[src/rtl/rv_lsu_pkg.sv]
// Shared encodings for the memory-stage load/store unit: funct3 codes,
// FSM states and fault cause codes.
package rv_lsu_pkg;

  localparam logic [2:0] F3_B  = 3'b000;
  localparam logic [2:0] F3_H  = 3'b001;
  localparam logic [2:0] F3_W  = 3'b010;
  localparam logic [2:0] F3_D  = 3'b011;
  localparam logic [2:0] F3_BU = 3'b100;
  localparam logic [2:0] F3_HU = 3'b101;
  localparam logic [2:0] F3_WU = 3'b110;

  typedef enum logic [1:0] {
    S_IDLE = 2'd0,
    S_BUSY = 2'd1,
    S_RESP = 2'd2
  } state_t;

  localparam logic [1:0] CAUSE_NONE     = 2'b00;
  localparam logic [1:0] CAUSE_MISALIGN = 2'b01;
  localparam logic [1:0] CAUSE_BUSERR   = 2'b10;
  localparam logic [1:0] CAUSE_TIMEOUT  = 2'b11;

  // Access width in bytes encoded by funct3[1:0] (1, 2, 4 or 8).
  function automatic int unsigned access_bytes(input logic [2:0] funct3);
    return 32'd1 << funct3[1:0];
  endfunction

endpackage

[src/rtl/lsu_lane_align.sv]
// Combinational byte-lane steering for a bus master: legality, alignment,
// byte enables, lane-shifted store data and extended load data.
module lsu_lane_align
  import rv_lsu_pkg::*;
#(
  parameter int unsigned XLEN = 32
) (
  input  logic                      we,
  input  logic [2:0]                funct3,
  input  logic [$clog2(XLEN/8)-1:0] off,
  input  logic [XLEN-1:0]           wdata,
  input  logic [XLEN-1:0]           rdata,
  output logic                      legal,
  output logic                      aligned,
  output logic [XLEN/8-1:0]         be,
  output logic [XLEN-1:0]           wdata_lane,
  output logic [XLEN-1:0]           rdata_ext
);

  localparam int unsigned NBYTES = XLEN / 8;

  int unsigned       nbytes;
  logic [NBYTES-1:0] mask;
  logic [XLEN-1:0]   wsh;
  logic [XLEN-1:0]   rsh;
  logic              sbit;

  // Decode funct3 into legality/size, then steer data between lanes.
  always_comb begin
    nbytes = access_bytes(funct3);

    case (funct3)
      F3_B, F3_H, F3_W: legal = 1'b1;
      F3_D:             legal = (XLEN == 64);
      F3_BU, F3_HU:     legal = ~we;
      F3_WU:            legal = ~we & (XLEN == 64);
      default:          legal = 1'b0;
    endcase

    aligned = ((32'(off) & (nbytes - 32'd1)) == 32'd0);

    mask = '0;
    for (int unsigned i = 0; i < NBYTES; i++) begin
      mask[i] = (i < nbytes);
    end
    // Loads always read the whole bus word; the field is extracted below.
    be = we ? (mask << off) : '1;

    wsh = wdata << {off, 3'b000};
    wdata_lane = '0;
    for (int unsigned i = 0; i < NBYTES; i++) begin
      if (we && be[i]) begin
        wdata_lane[8*i +: 8] = wsh[8*i +: 8];
      end
    end

    rsh  = rdata >> {off, 3'b000};
    sbit = 1'b0;
    for (int unsigned i = 0; i < XLEN; i++) begin
      if (i == 8 * nbytes - 1) begin
        sbit = rsh[i] & ~funct3[2];
      end
    end
    for (int unsigned i = 0; i < XLEN; i++) begin
      rdata_ext[i] = (i < 8 * nbytes) ? rsh[i] : sbit;
    end
  end

endmodule

[src/rtl/lsu_bus_stage.sv]
// Memory-stage load/store unit: valid/ready bus master with pipeline stall,
// fault detection and a bounded wait for the bus slave.
module lsu_bus_stage
  import rv_lsu_pkg::*;
#(
  parameter int unsigned XLEN    = 32,
  parameter int unsigned TIMEOUT = 255
) (
  input  logic              clk,
  input  logic              rst_n,
  input  logic              req_valid,
  input  logic              req_we,
  input  logic [2:0]        req_funct3,
  input  logic [XLEN-1:0]   req_addr,
  input  logic [XLEN-1:0]   req_wdata,
  output logic              stall_o,
  output logic              rsp_valid,
  output logic [XLEN-1:0]   rsp_rdata,
  output logic              rsp_fault,
  output logic [1:0]        rsp_cause,
  output logic              bus_req,
  output logic              bus_we,
  output logic [XLEN-1:0]   bus_addr,
  output logic [XLEN/8-1:0] bus_be,
  output logic [XLEN-1:0]   bus_wdata,
  input  logic              bus_ready,
  input  logic [XLEN-1:0]   bus_rdata,
  input  logic              bus_err
);

  localparam int unsigned NBYTES = XLEN / 8;
  localparam int unsigned OFFW   = $clog2(NBYTES);
  localparam int unsigned CW     = (TIMEOUT > 1) ? $clog2(TIMEOUT) : 1;
  localparam logic [CW-1:0] CNT_LAST = (TIMEOUT == 0) ? '0 : CW'(TIMEOUT - 1);

  state_t            state_q, state_d;
  logic [CW-1:0]     cnt_q;

  logic              we_q;
  logic [XLEN-1:0]   addr_q;
  logic [NBYTES-1:0] be_q;
  logic [XLEN-1:0]   wdata_q;
  logic [2:0]        f3_q;
  logic [OFFW-1:0]   off_q;

  logic [XLEN-1:0]   rdata_q;
  logic              fault_q;
  logic [1:0]        cause_q;

  logic              sel_we;
  logic [2:0]        sel_f3;
  logic [OFFW-1:0]   sel_off;

  logic              legal, aligned;
  logic [NBYTES-1:0] lane_be;
  logic [XLEN-1:0]   lane_wdata, lane_rdata;

  logic              accept, reject, done, expire;

  // One aligner serves both phases: live request in IDLE, latched request
  // afterwards so load data can be extended when bus_ready arrives.
  always_comb begin
    if (state_q == S_IDLE) begin
      sel_we  = req_we;
      sel_f3  = req_funct3;
      sel_off = req_addr[OFFW-1:0];
    end else begin
      sel_we  = we_q;
      sel_f3  = f3_q;
      sel_off = off_q;
    end
  end

  lsu_lane_align #(.XLEN(XLEN)) u_align (
    .we         (sel_we),
    .funct3     (sel_f3),
    .off        (sel_off),
    .wdata      (req_wdata),
    .rdata      (bus_rdata),
    .legal      (legal),
    .aligned    (aligned),
    .be         (lane_be),
    .wdata_lane (lane_wdata),
    .rdata_ext  (lane_rdata)
  );

  // Next-state and output decode.
  always_comb begin
    state_d   = state_q;
    accept    = 1'b0;
    reject    = 1'b0;
    done      = 1'b0;
    expire    = 1'b0;
    stall_o   = 1'b0;
    rsp_valid = 1'b0;
    rsp_rdata = '0;
    rsp_fault = 1'b0;
    rsp_cause = CAUSE_NONE;
    bus_req   = 1'b0;
    bus_we    = 1'b0;
    bus_addr  = '0;
    bus_be    = '0;
    bus_wdata = '0;

    case (state_q)
      S_IDLE: begin
        stall_o = req_valid & rst_n;
        if (req_valid) begin
          if (legal && aligned) begin
            accept  = 1'b1;
            state_d = S_BUSY;
          end else begin
            reject  = 1'b1;
            state_d = S_RESP;
          end
        end
      end
      S_BUSY: begin
        stall_o   = rst_n;
        bus_req   = 1'b1;
        bus_we    = we_q;
        bus_addr  = addr_q;
        bus_be    = be_q;
        bus_wdata = wdata_q;
        if (bus_ready) begin
          done    = 1'b1;
          state_d = S_RESP;
        end else if (TIMEOUT != 0 && cnt_q == CNT_LAST) begin
          expire  = 1'b1;
          state_d = S_RESP;
        end
      end
      S_RESP: begin
        rsp_valid = 1'b1;
        rsp_rdata = rdata_q;
        rsp_fault = fault_q;
        rsp_cause = cause_q;
        state_d   = S_IDLE;
      end
      default: state_d = S_IDLE;
    endcase
  end

  // State register.
  always_ff @(posedge clk or negedge rst_n) begin
    if (!rst_n) state_q <= S_IDLE;
    else        state_q <= state_d;
  end

  // Wait counter: counts BUSY cycles that end without bus_ready.
  always_ff @(posedge clk or negedge rst_n) begin
    if (!rst_n) begin
      cnt_q <= '0;
    end else if (state_q == S_BUSY && state_d == S_BUSY) begin
      cnt_q <= cnt_q + 1'b1;
    end else begin
      cnt_q <= '0;
    end
  end

  // Latch the accepted request so bus outputs stay stable while BUSY.
  always_ff @(posedge clk or negedge rst_n) begin
    if (!rst_n) begin
      we_q    <= 1'b0;
      addr_q  <= '0;
      be_q    <= '0;
      wdata_q <= '0;
      f3_q    <= '0;
      off_q   <= '0;
    end else if (accept) begin
      we_q    <= req_we;
      addr_q  <= {req_addr[XLEN-1:OFFW], {OFFW{1'b0}}};
      be_q    <= lane_be;
      wdata_q <= lane_wdata;
      f3_q    <= req_funct3;
      off_q   <= req_addr[OFFW-1:0];
    end
  end

  // Capture the completion result presented during RESP.
  always_ff @(posedge clk or negedge rst_n) begin
    if (!rst_n) begin
      rdata_q <= '0;
      fault_q <= 1'b0;
      cause_q <= CAUSE_NONE;
    end else if (reject) begin
      rdata_q <= '0;
      fault_q <= 1'b1;
      cause_q <= CAUSE_MISALIGN;
    end else if (done) begin
      if (bus_err) begin
        rdata_q <= '0;
        fault_q <= 1'b1;
        cause_q <= CAUSE_BUSERR;
      end else begin
        rdata_q <= we_q ? '0 : lane_rdata;
        fault_q <= 1'b0;
        cause_q <= CAUSE_NONE;
      end
    end else if (expire) begin
      rdata_q <= '0;
      fault_q <= 1'b1;
      cause_q <= CAUSE_TIMEOUT;
    end
  end

endmodule
[config.mk]
export PLATFORM = sky130hd
export DESIGN_NAME = lsu_bus_stage
export DESIGN_NICKNAME = d
export VERILOG_FILES = /design/src/rtl/rv_lsu_pkg.sv /design/src/rtl/lsu_lane_align.sv /design/src/rtl/lsu_bus_stage.sv
export SDC_FILE = /design/constraint.sdc
export NUM_CORES = 1
export LEC_CHECK = 0
export ABC_AREA = 1
export BUFFER_PORTS_ARGS = -buffer_cell sky130_fd_sc_hd__buf_2
export CORE_ASPECT_RATIO = 1.75
export CORE_MARGIN = 2
export CORE_UTILIZATION = 52
export DETAILED_ROUTE_END_ITERATION = 10
export HOLD_SLACK_MARGIN = 0.1
export PLACE_DENSITY_LB_ADDON = 0.12
export SLEW_MARGIN = 20
export SYNTH_ARGS = -nofsm -noshare
export SYNTH_HDL_FRONTEND = slang
export SYNTH_SLANG_ARGS = --single-unit
[constraint.sdc]
create_clock -name clk -period 1.99 [get_ports clk]
set_input_delay 0.199 -clock clk [delete_from_list [all_inputs] [get_ports clk]]
set_output_delay 0.199 -clock clk [all_outputs]
set_load 0.02 [all_outputs]
# Word level (Yosys, flattened, before mapping)
# Index checks and enable logic that the tools add are counted.
[classes]
addsub = 3
magnitude_cmp = 36
eq_ne = 39
shift = 4
muxes = 113
bitwise_logic = 36
reduce_logical = 13
[op_table]
columns = ["cell", "count"]
rows = [
  ["5-bit by 32-bit == test with 1-bit output, first input constant", 16],
  ["5-bit by 32-bit < comparator with 1-bit output, first input constant", 16],
  ["4-bit by 32-bit == test with 1-bit output, first input constant", 8],
  ["4-bit by 32-bit < comparator with 1-bit output, first input constant", 8],
  ["32-bit 2-to-1 mux", 8],
  ["3-bit by 32-bit == test with 1-bit output, first input constant", 4],
  ["1-bit by 32-bit < comparator with 1-bit output, first input constant", 4],
  ["2-bit by 32-bit < comparator with 1-bit output, first input constant", 4],
  ["3-bit by 32-bit < comparator with 1-bit output, first input constant", 4],
  ["1-bit 2-to-1 mux", 84],
  ["2-bit by 32-bit == test with 1-bit output, first input constant", 2],
  ["32-bit logical NOT", 2],
  ["32-bit by 1-bit subtractor with 32-bit output, second input constant", 2],
  ["8-bit 2-to-1 mux", 5],
  ["1-bit bitwise AND", 33],
  ["2-bit by 32-bit bitwise AND with 32-bit output", 1],
  ["1-bit by 32-bit == test with 1-bit output, first input constant", 1],
  ["1-bit by 2-bit left shift with 32-bit output, first input constant", 1],
  ["32-bit by 5-bit left shift with 32-bit output", 1],
  ["32-bit by 5-bit >> shifter with 32-bit output", 1],
  ["2-bit 2-to-1 mux", 10],
  ["8-bit by 1-bit adder with 8-bit output, second input constant", 1],
  ["8-bit == test, second input constant", 1],
  ["4-bit 2-to-1 mux", 2],
  ["other kinds (16)", 25],
]
[totals]
regBits = 117
output_inout_bits = 107

# Longest topological paths before layout
# Gate-level depths: netlist of the first run.
[logic_depth]
depth_word = 42
ltp_mapped = 13
ltp_nobuf = 12

# Hierarchy
# A second synthesis of the first run with hierarchy kept.
[hier_totals]
cells_unflattened = 1029
area_unflattened_um2 = 6864.1
[modules_own_cells]
columns = ["mod", "n_inst", "cells_each", "area_per_inst_um2", "seq_area_each_um2"]
rows = [
  ["lsu_bus_stage", 1, 689, 5361.4, 2927.8],
  ["lsu_lane_align", 1, 340, 1502.7, 0.0],
]

# Worst setup path before layout of the first run
# No wires, ideal clock.
[synth_path]
kind = "register -> output"
startpoint = "register state_q[0]"
endpoint = "output bus_addr[11]"
arrival_ns = 1.716
required_time_ns = 1.791
setup_slack_ns = 0.075
stages_incl_launch_ff = 7
path_cell_list = "dfrtp_1 > inv_2 > nor2_1 > inv_2 > clkbuf_1 > buf_1 > nor2_1"
[synth_via]
elab_chain_len = 2
[synth_rtl]
columns = ["element", "line_no", "text"]
rows = [
  ["start, declared", "lsu_bus_stage.sv:36", "state_t state_q, state_d;"],
  ["start signal, assigned", "lsu_bus_stage.sv:147", "else state_q <= state_d;"],
  ["2-bit by 1-bit == test with 1-bit output", "lsu_bus_stage.sv:105", "case (state_q)"],
  ["32-bit 2-to-1 mux", "lsu_bus_stage.sv:105", ""],
  ["end, declared", "lsu_bus_stage.sv:23", "output logic [XLEN-1:0] bus_addr,"],
]
# Every way passes these cells.

# Worst setup path in the final report of the first run
[layout_path]
startpoint = "register state_q[0]"
endpoint = "output bus_wdata[24]"
[layout_via]
elab_chain_len = 2
[layout_rtl]
columns = ["element", "line_no", "text"]
rows = [
  ["2-bit by 1-bit == test with 1-bit output", "lsu_bus_stage.sv:105", ""],
  ["32-bit 2-to-1 mux", "lsu_bus_stage.sv:105", ""],
  ["end, declared", "lsu_bus_stage.sv:25", "output logic [XLEN-1:0] bus_wdata,"],
]
# Every way passes these cells.

==> results.yml, run 1 <==
grt:
  grt_max_degree: 118
  overflow: 0
  grt_pass1_vias: 6842
  grt_pass1_wl_mm: 32.9
  grt_usage: 0.311
  antenna_found_initial: 0
hold_path:
  min_path_type: "in2reg"
  min_path_cells: 3
worst_setup_path:
  cpLargestDelayFamily: "buffers and inverters"
  slowest_stage: "dfrtp_2"
  crit_path_cell_trace: "inv_2 > nor2_1 > inv_2 > buf_12 > nor2_1 > buf_2"
  crit_cells: 6
  start_kind: "register"
  reg2regPathDepth: 9
  cp_slowest_stage_delay_ns: 0.43
  crit_type: "reg2out"
  path_buf_inv: 4
  cp-end-kind: "output pin"
  cp_max_fo: 68
  crit_arrival_ns: 1.75
  required_ns: 1.79
detailed_routing:
  avgViaCountPerCell: 5.18
  vias: 7045
  wire_per_inst_um: 15.5
  drt_first_iter_violations: 409
  drtPass1Iterations: 8
  ant_nets: 0
  drt-total-wl_mm: 21.0
  route.detailed.drc: 0
floorplanning:
  die_h_um: 153
  die_area_um2: 13600
  io_pins: 212
  die_x_um: 89.2
  start_util: 0.531
  fp-row-count: 54
  coreArea_um2: 12400
job:
  maxCapViolCount: 0
layout:
  final_cell_mix: "208 x buf_2, 181 x nand2_1, 133 x nor2_1, 131 x inv_1, 115 x dfrtp_1"
  areaGrowthSynthToFinish_pct: 38.0
  drive_above_1_share: 0.265
  n_antenna_cell: 0
  fin_nets: 1285
  final_cell_area_um2: 9110
  layout_commonest_cell: "buf_2"
power:
  power.density_nw_per_um2: 1510
  comb_power_share: 0.500
  total_power_mw: 13.8
  seqPwrFrac: 0.266
  internal_power_mw: 7.65
  vdd_ir_drop_max_uv: 1080
  p_leak_nw: 4.68
  switching_share: 0.446
  pwr-share-clk: 0.234
  switchingPower_mw: 6.15
synthesis:
  ys_types: 37
  netlist_instances: 931
  netlist_area_um2: 6600
  syn_avg_cell_area_um2: 7.09
  synth-main-ff-cell: "dfrtp_1"
  synth-edff-count: 0
  yosys_warnings: 0
  synth-seq-area-share: 0.444
  synth-seq-cells: 117
  ys_async_sr_fraction: 1.00
sta:
  slew_headroom: 0.578
  fin_crit_ns: 1.95
  skew_ns: 0.00788
  setup_viol: 0
  rsz0062_at_grt: "yes"
  fin_hold_ws_ns: 0.114
  slew_viol_final: 0
  worst_slew_pin_slew_ns: 0.633
  fmaxAchievable_mhz: 512
  hold_violations: 0
  finalCritPeriodShare: 0.982
clock_network:
  clock_latency_ns: 0.42
  cts.sinks: 117
  cts_buffer_depth: 2
  cts_buffers: 17
  htreeDepth: 4
  cts_tree: "done"
  clock-root-buffer: "clkbuf_16"
  clk_pin_slew_ns: 0.06
placed_design:
  port_buffers: 209
  dp_hpwl_mm: 14.2
  finalWeightedCongestion: 0.904
  dpl_cell_area_um2: 7950
status:
  status: "completed"
[power by group through the flow]
stage          logic (mW)  clock network [mW]  registers (mW)
2_1_floorplan        4.48                   0            3.58
3_3_place_gp         6.32                   0            3.65
3_5_place_dp         6.40                   0            3.68
4_1_cts              6.55                3.25            3.65
5_1_grt              7.67                3.35            3.75
6_report             6.90                3.23            3.66
[logic make-up after synthesis]
| kind of cell | Yosys count | share of synthesized area |
|---|---|---|
| simple gates | 418 | 0.265 |
| buf+inv | 196 | 0.122 |
| compound gates | 194 | 0.162 |
| flops | 117 | 0.444 |
| xor+xnor | 3 | 0.00398 |
| fa+ha+maj | 2 | 0.00379 |
| other cells | 1 | 0.000568 |
[per-stage QoR]
| step | setup WS [ns] | cells | utilization | TNS, ns |
|---|---|---|---|---|
| floorplan | 0.0753 | 932 | - | 0 |
| global placement | 0.0713 | 1282 | 0.639 | 0 |
| detailed placement | 0.0567 | 1282 | 0.639 | 0 |
| CTS | 0.00504 | 1355 | 0.723 | 0 |
| global route | -0.0378 | 1359 | 0.733 | -0.653 |
| finish | 0.0361 | 1359 | 0.733 | 0 |
[cells in the mapped netlist, types with 7 or more instances]
master      n  area (um^2)
o31ai_1     7         52.6
buf_2      22          110
nand3_1    69          345
inv_1     131          492
o21ai_0   124          621
nand2_1   183          687
nand4_1     8         50.1
a21oi_1    13         65.1
a31oi_1     9         56.3
o21ai_1    13         65.1
o22ai_1     7         43.8
o211ai_1   14          105
nor2_1    138          518
clkbuf_1   25         93.8
dfrtp_1   117         2930
[final timing paths]
path                                         start                       to  slack (ns)
setup / recovery              state_q[0]$_DFF_PN0_            bus_wdata[24]        0.04
hold / removal                       req_funct3[1]      f3_q[1]$_DFFE_PN0P_        0.11
setup reg to reg              state_q[1]$_DFF_PN0_      be_q[0]$_DFFE_PN0P_        0.04
hold reg to reg            wdata_q[20]$_DFFE_PN0P_  wdata_q[20]$_DFFE_PN0P_        0.48
max in group asynchronous                    rst_n   addr_q[13]$_DFFE_PN0P_        1.07
min in group asynchronous                    rst_n       cnt_q[3]$_DFF_PN0_        0.42
[tightest hold or removal path, cell delays in order]
cell     delay (ns)
buf_2          0.09
inv_1          0.09
o21ai_0        0.10
[sequential cells by signal, summed over array words and instances, names as in the netlist]
signal,cells
wdata_q,32
f3_q,3
off_q,2
be_q,4
state_q,2
fault_q,1
addr_q,30
rdata_q,32
cnt_q,8
we_q,1
cause_q,2
[cell type report]
cell class / count / area, um^2
Sequential cell: 117 / 2930
Multi-Input combinational cell: 620 / 2940
Clock buffer: 17 / 425
Timing Repair Buffer: 283 / 1870
Inverter: 139 / 537
Tap cell: 168 / 210
Clock inverter: 15 / 194
Fill cell: 1055 / 3320
[layer usage]
layer,share of wire,up-vias,GRT usage
met4,0.048,0,0.149
met1,0.34,3209,0.343
met5,0,-,0
met3,0.066,66,0.0670
met2,0.54,319,0.546
li1,-,3451,-
[timing repair]
item,4_1_cts,5_1_grt
endpoints found under the hold margin,157,0
gates resized for setup,5,37
pin swaps,1,4
setup buffers,0,2
hold buffers,41,0
cloned,0,2
endpoints found under the setup margin,72,167
(Power assumes the default switching activity.)
==> inputs of run 2 (changes only) <==
Settings changed: MAX_ROUTING_LAYER set to met4, PLACE_DENSITY set to 0.86, PLACE_DENSITY_LB_ADDON 0.12 to not set.
==> run 2 against run 1 <==
  * The flow now finishes with violations (negative setup slack)
  * Combinational power rose by 4.1%
  * Critical path depth rose by 4
  * Sequential share of layout area fell by 0.36 points
  * Highest routed layer unchanged
==> results.yml, run 2 (synthesis gave the netlist of run 1 again) <==
placed_design:
  place_ws_ns: -0.0135
  dp_hpwl_mm: 14.5
  dpl_cell_area_um2: 7900
  finalWeightedCongestion: 0.950
  place_inst: 1281
  port_buffers: 209
grt:
  gr-usage-met1: 0.356
  overflow: 0
  grt_pass1_vias: 7209
  grt_use_met2: 0.575
  grt_pass1_wl_mm: 34.5
  busiest_layer: "met2"
  grt_usage: 0.338
  use_met3: 0.0707
  grt_max_degree: 118
  antenna_found_initial: 0
layout:
  reg_top3: "rdata_q x32, wdata_q x32, addr_q x30"
  final_cell_area_um2: 9210
  finalNonFillerCells: 1361
  drive_above_1_share: 0.267
  fin_util: 0.741
  fill_cells: 975
  layout_commonest_cell: "buf_2"
  fin_nets: 1287
  final_cell_mix: "204 x buf_2, 181 x nand2_1, 134 x nor2_1, 131 x inv_1"
  areaGrowthSynthToFinish_pct: 39.6
  n_antenna_cell: 0
clock_network:
  cts_buffer_depth: 2
  clock_latency_ns: 0.42
  cts.sinks: 117
  clock-root-buffer: "clkbuf_16"
  cts_tree: "done"
  htreeDepth: 4
  cts_buffers: 17
  clk_pin_slew_ns: 0.06
detailed_routing:
  avgViaCountPerCell: 5.45
  drt-total-wl_mm: 22.9
  drt_first_iter_violations: 582
  wire_per_inst_um: 16.8
  route.detailed.drc: 0
  drtPass1Iterations: 7
  vias: 7419
  ant_nets: 0
worst_setup_path:
  crit_arrival_ns: 2.31
  required_ns: 2.29
  start_kind: "register"
  cp_max_fo: 7
  cp-end-kind: "register"
  crit_type: "reg2reg"
status:
  violations: "negative setup slack"
  status: "complete, but fails checks"
floorplanning:
  die_h_um: 153
  start_util: 0.531
  coreArea_um2: 12400
  die_area_um2: 13600
  io_pins: 212
  fp-row-count: 54
  die_x_um: 89.2
sta:
  fin_crit_ns: 2.01
  skew_ns: 0.00831
  slew_headroom: 0.565
  rsz0062_at_grt: "yes"
  finalWorstSetupSlack_ns: -0.0240
  hold_violations: 0
  setup_tns_ns: -0.0519
  fmaxAchievable_mhz: 497
  worst_slew_pin_slew_ns: 0.653
  finalCritPeriodShare: 1.01
  slew_viol_final: 0
  setup_viol: 6
  fin_hold_ws_ns: 0.0989
power:
  power.density_nw_per_um2: 1550
  total_power_mw: 14.3
  vdd_ir_drop_max_uv: 878
  p_leak_nw: 4.70
job:
  maxCapViolCount: 0
hold_path:
  min_path_type: "in2reg"
[run 2: final cells by class]
type                    instances  area [um^2]  share of cell area
clock buffers                  20          457              0.0496
flip-flops and latches        117         2930               0.318
clock inverters                12          201              0.0219
inverters                     139          537              0.0583
multi-input cells             621         2990               0.324
well taps                     168          210              0.0228
repair buffers                284         1890               0.205
[run 2: routing by layer]
metal	vias to the layer above	share of wire
li1	3462	-
met1	3406	0.33
met2	464	0.54
met3	87	0.087
met4	0	0.042
met5	-	0
[run 2: path summary, 6_finish.rpt]
check                                             start                 endpoint  slack (ns)  depth (start not counted)
worst min register to register  wdata_q[12]$_DFFE_PN0P_  wdata_q[12]$_DFFE_PN0P_        0.48                          2
max in group asynchronous                         rst_n      be_q[1]$_DFFE_PN0P_        1.07                          3
worst max-delay path               state_q[1]$_DFF_PN0_  wdata_q[16]$_DFFE_PN0P_       -0.02                         10
worst min-delay path                       req_wdata[3]   wdata_q[3]$_DFFE_PN0P_         0.1                          3
min in group asynchronous                         rst_n       cnt_q[2]$_DFF_PN0_        0.41                          3
worst max register to register     state_q[1]$_DFF_PN0_  wdata_q[16]$_DFFE_PN0P_       -0.02                         10
[run 2: where the power goes]
part	switching (mW)	total [mW]	internal [mW]
logic	4.80	7.18	2.38
registers	0.402	3.70	3.30
clock network	1.15	3.44	2.29
total	6.36	14.3	7.96
[run 2: worst max-delay path, stage by stage (launching register included)]
cell	delay, ns
dfrtp_2	0.45
buf_4	0.16
nor2_4	0.15
nand2_1	0.07
o21ai_1	0.20
inv_1	0.23
o211ai_1	0.19
buf_4	0.22
a21oi_1	0.06
nand2_1	0.08
nand2_1	0.07
[run 2: repair_timing]
action                                  in CTS  in global routing
endpoints found under the hold margin      157                  0
buffers inserted                             0                  3
resized for setup                            7                 44
hold buffers                                41                  0
endpoints found under the setup margin      84                140
cloned                                       0                  4
pin swaps                                    0                  3
==> inputs of run 3 (changes only) <==
Settings changed: GPL_TIMING_DRIVEN set to 0, RECOVER_POWER set to 25.
==> run 3 against run 2 <==
  * The run still ends with negative setup slack left
  * Register-to-register slack lost 0.12 ns
  * Clock skew is 0.00067 ns higher
  * Maximum frequency decreased by 5.5%
  * Final cell count rose by 4.3%
  * Core utilization rose by 5.8 points
  * Critical path depth grew 3
  * Largest cell class unchanged
  * Sequential cell count stayed put
  * Power up 8.7%
  * Sequential share of layout area is 2.3 points lower
  * Sequential power about the same
==> results.yml, run 3 (synthesis gave the netlist of run 1 again) <==
floorplanning:
  die_area_um2: 13600
  coreArea_um2: 12400
  die_h_um: 153
  io_pins: 212
  die_x_um: 89.2
  fp-row-count: 54
  start_util: 0.531
clock_network:
  clk_pin_slew_ns: 0.06
  clock-root-buffer: "clkbuf_16"
  cts_tree: "done"
  clock_latency_ns: 0.43
  cts_buffer_depth: 2
  htreeDepth: 4
  cts_buffers: 17
  cts.sinks: 117
detailed_routing:
  wire_per_inst_um: 18.7
  drt-total-wl_mm: 26.5
  avgViaCountPerCell: 5.65
  ant_nets: 0
  vias: 8019
  drtPass1Iterations: 6
  route.detailed.drc: 0
  drt_first_iter_violations: 588
layout:
  final_cell_area_um2: 9940
  final_cell_mix: "192 x buf_2, 163 x nand2_1, 131 x inv_1, 115 x dfrtp_1, 110 x nor2_1"
  areaGrowthSynthToFinish_pct: 50.6
  fin_util: 0.800
  fin_nets: 1344
  drive_above_1_share: 0.334
  layout_commonest_cell: "buf_2"
  reg_top3: "rdata_q x32, wdata_q x32, addr_q x30"
  finalNonFillerCells: 1419
  fill_cells: 839
worst_setup_path:
  cp_slowest_stage_delay_ns: 0.48
  cpLargestDelayFamily: "buffers and inverters"
  crit_arrival_ns: 2.48
  crit_path_cell_trace: "nor2_4 > buf_6 > buf_4 > nand2_2 > o21ai_4 > o21ai_2 > nand2_2 > nand3_4 > inv_8 > buf_6 > clkbuf_16 > nand3_1 > o21ai_1"
  crit_type: "reg2reg"
  slowest_stage: "dfrtp_2"
  path_buf_inv: 5
  start_kind: "register"
  required_ns: 2.34
  r2r-end: "wdata_q[3]$_DFFE_PN0P_"
  reg2regPathDepth: 13
  rr_startpoint: "state_q[1]$_DFF_PN0_"
  cp_max_fo: 8
  cp-end-kind: "register"
  rrSetupSlack_ns: -0.14
grt:
  grt_pass1_vias: 7402
  grt_max_degree: 79
  overflow: 0
  grt_usage: 0.354
  antenna_found_initial: 1
  grt_pass1_wl_mm: 35.9
placed_design:
  place_inst: 1310
  dp_hpwl_mm: 17.0
  port_buffers: 209
  dpl_cell_area_um2: 7900
  finalWeightedCongestion: 0.949
sta:
  finalCritPeriodShare: 1.07
  fin_hold_ws_ns: 0.105
  fmaxAchievable_mhz: 469
  setup_viol: 108
  rsz0062_at_grt: "yes"
  fin_crit_ns: 2.13
  worst_slew_pin_slew_ns: 1.01
  skew_ns: 0.00898
  slew_viol_final: 0
  hold_violations: 0
  setup_tns_ns: -4.74
  slew_headroom: 0.329
  finalWorstSetupSlack_ns: -0.140
power:
  power.density_nw_per_um2: 1570
  vdd_ir_drop_max_uv: 971
  p_leak_nw: 4.98
hold_path:
  min_path_cells: 3
  min_path_type: "in2reg"
  holdPathEnd: "fault_q$_DFFE_PN0P_"
  holdCritStartpoint: "bus_err"
job:
  maxCapViolCount: 0
status:
  violations: "negative setup slack"
  status: "complete, but fails checks"
-- run 3: layer usage --
| metal | vias up | GRT usage | wire, um |
|---|---|---|---|
| met4 | 0 | 0.217 | 2090 |
| met2 | 530 | 0.593 | 13400 |
| met1 | 3749 | 0.376 | 8940 |
| li1 | 3574 | - | - |
| met3 | 166 | 0.0616 | 2120 |
| met5 | - | - | 0 |
-- run 3: repair_timing --
item                                   4_1_cts  5_1_grt
pin swaps                                    3       16
endpoints found under the hold margin       76        2
buffers inserted                             7       21
hold buffers                                38        2
setup endpoints to repair                  206      178
gates resized for setup                     66      204
gates cloned                                 1        7
-- run 3: where the power goes --
| group | internal (mW) | switching (mW) | total (mW) |
|---|---|---|---|
| clock network | 1.91 | 1.17 | 3.08 |
| registers | 3.30 | 0.413 | 3.71 |
| logic | 3.12 | 5.65 | 8.78 |
| total | 8.33 | 7.23 | 15.6 |
-- run 3: layout make-up --
cell class | count | area, um^2 | area share
timing repair inverter | 1 | 8.76 | 0.000881
multi-input combinational | 620 | 3250 | 0.327
antenna | 1 | 2.50 | 0.000252
tap | 168 | 210 | 0.0211
clock buffer | 21 | 460 | 0.0463
inverter | 139 | 542 | 0.0545
buffer | 57 | 465 | 0.0468
clock inverter | 11 | 126 | 0.0127
sequential | 117 | 2930 | 0.295
timing repair buffer | 284 | 1950 | 0.196
-- run 3: how the worst max path moves through the flow --
| stage | startpoint | endpoint | slack (ns) | depth (start not counted) |
|---|---|---|---|---|
| global route | state_q[1]$_DFF_PN0_ | wdata_q[3]$_DFFE_PN0P_ | -0.18 | 13 |
| finish | state_q[1]$_DFF_PN0_ | wdata_q[3]$_DFFE_PN0P_ | -0.14 | 13 |
| global placement | rst_n | stall_o | -0.92 | 4 |
| CTS | state_q[0]$_DFF_PN0_ | rdata_q[9]$_DFFE_PN0P_ | -0.03 | 11 |
| floorplan | state_q[0]$_DFF_PN0_ | bus_addr[11] | 0.08 | 6 |
| detailed placement | state_q[0]$_DFF_PN0_ | rdata_q[9]$_DFFE_PN0P_ | -0.32 | 9 |
-- run 3: metrics by stage --
step | total power [mW] | worst slack [ns]
2_1_floorplan | 8.05 | 0.0753
3_3_place_gp | 9.90 | -0.922
6_report | 15.6 | -0.140
5_1_grt | 16.4 | -0.180
4_1_cts | 13.6 | -0.0258
3_5_place_dp | 10.0 | -0.324
-- run 3: worst reg2reg max path, cell delays in order, from the launching register on --
cell and delay [ns]:
dfrtp_2 0.48, nor2_4 0.20, buf_6 0.13, buf_4 0.10, nand2_2 0.06, o21ai_4 0.10
o21ai_2 0.10, nand2_2 0.10, nand3_4 0.19, inv_8 0.18, buf_6 0.11, clkbuf_16 0.13
nand3_1 0.07, o21ai_1 0.10
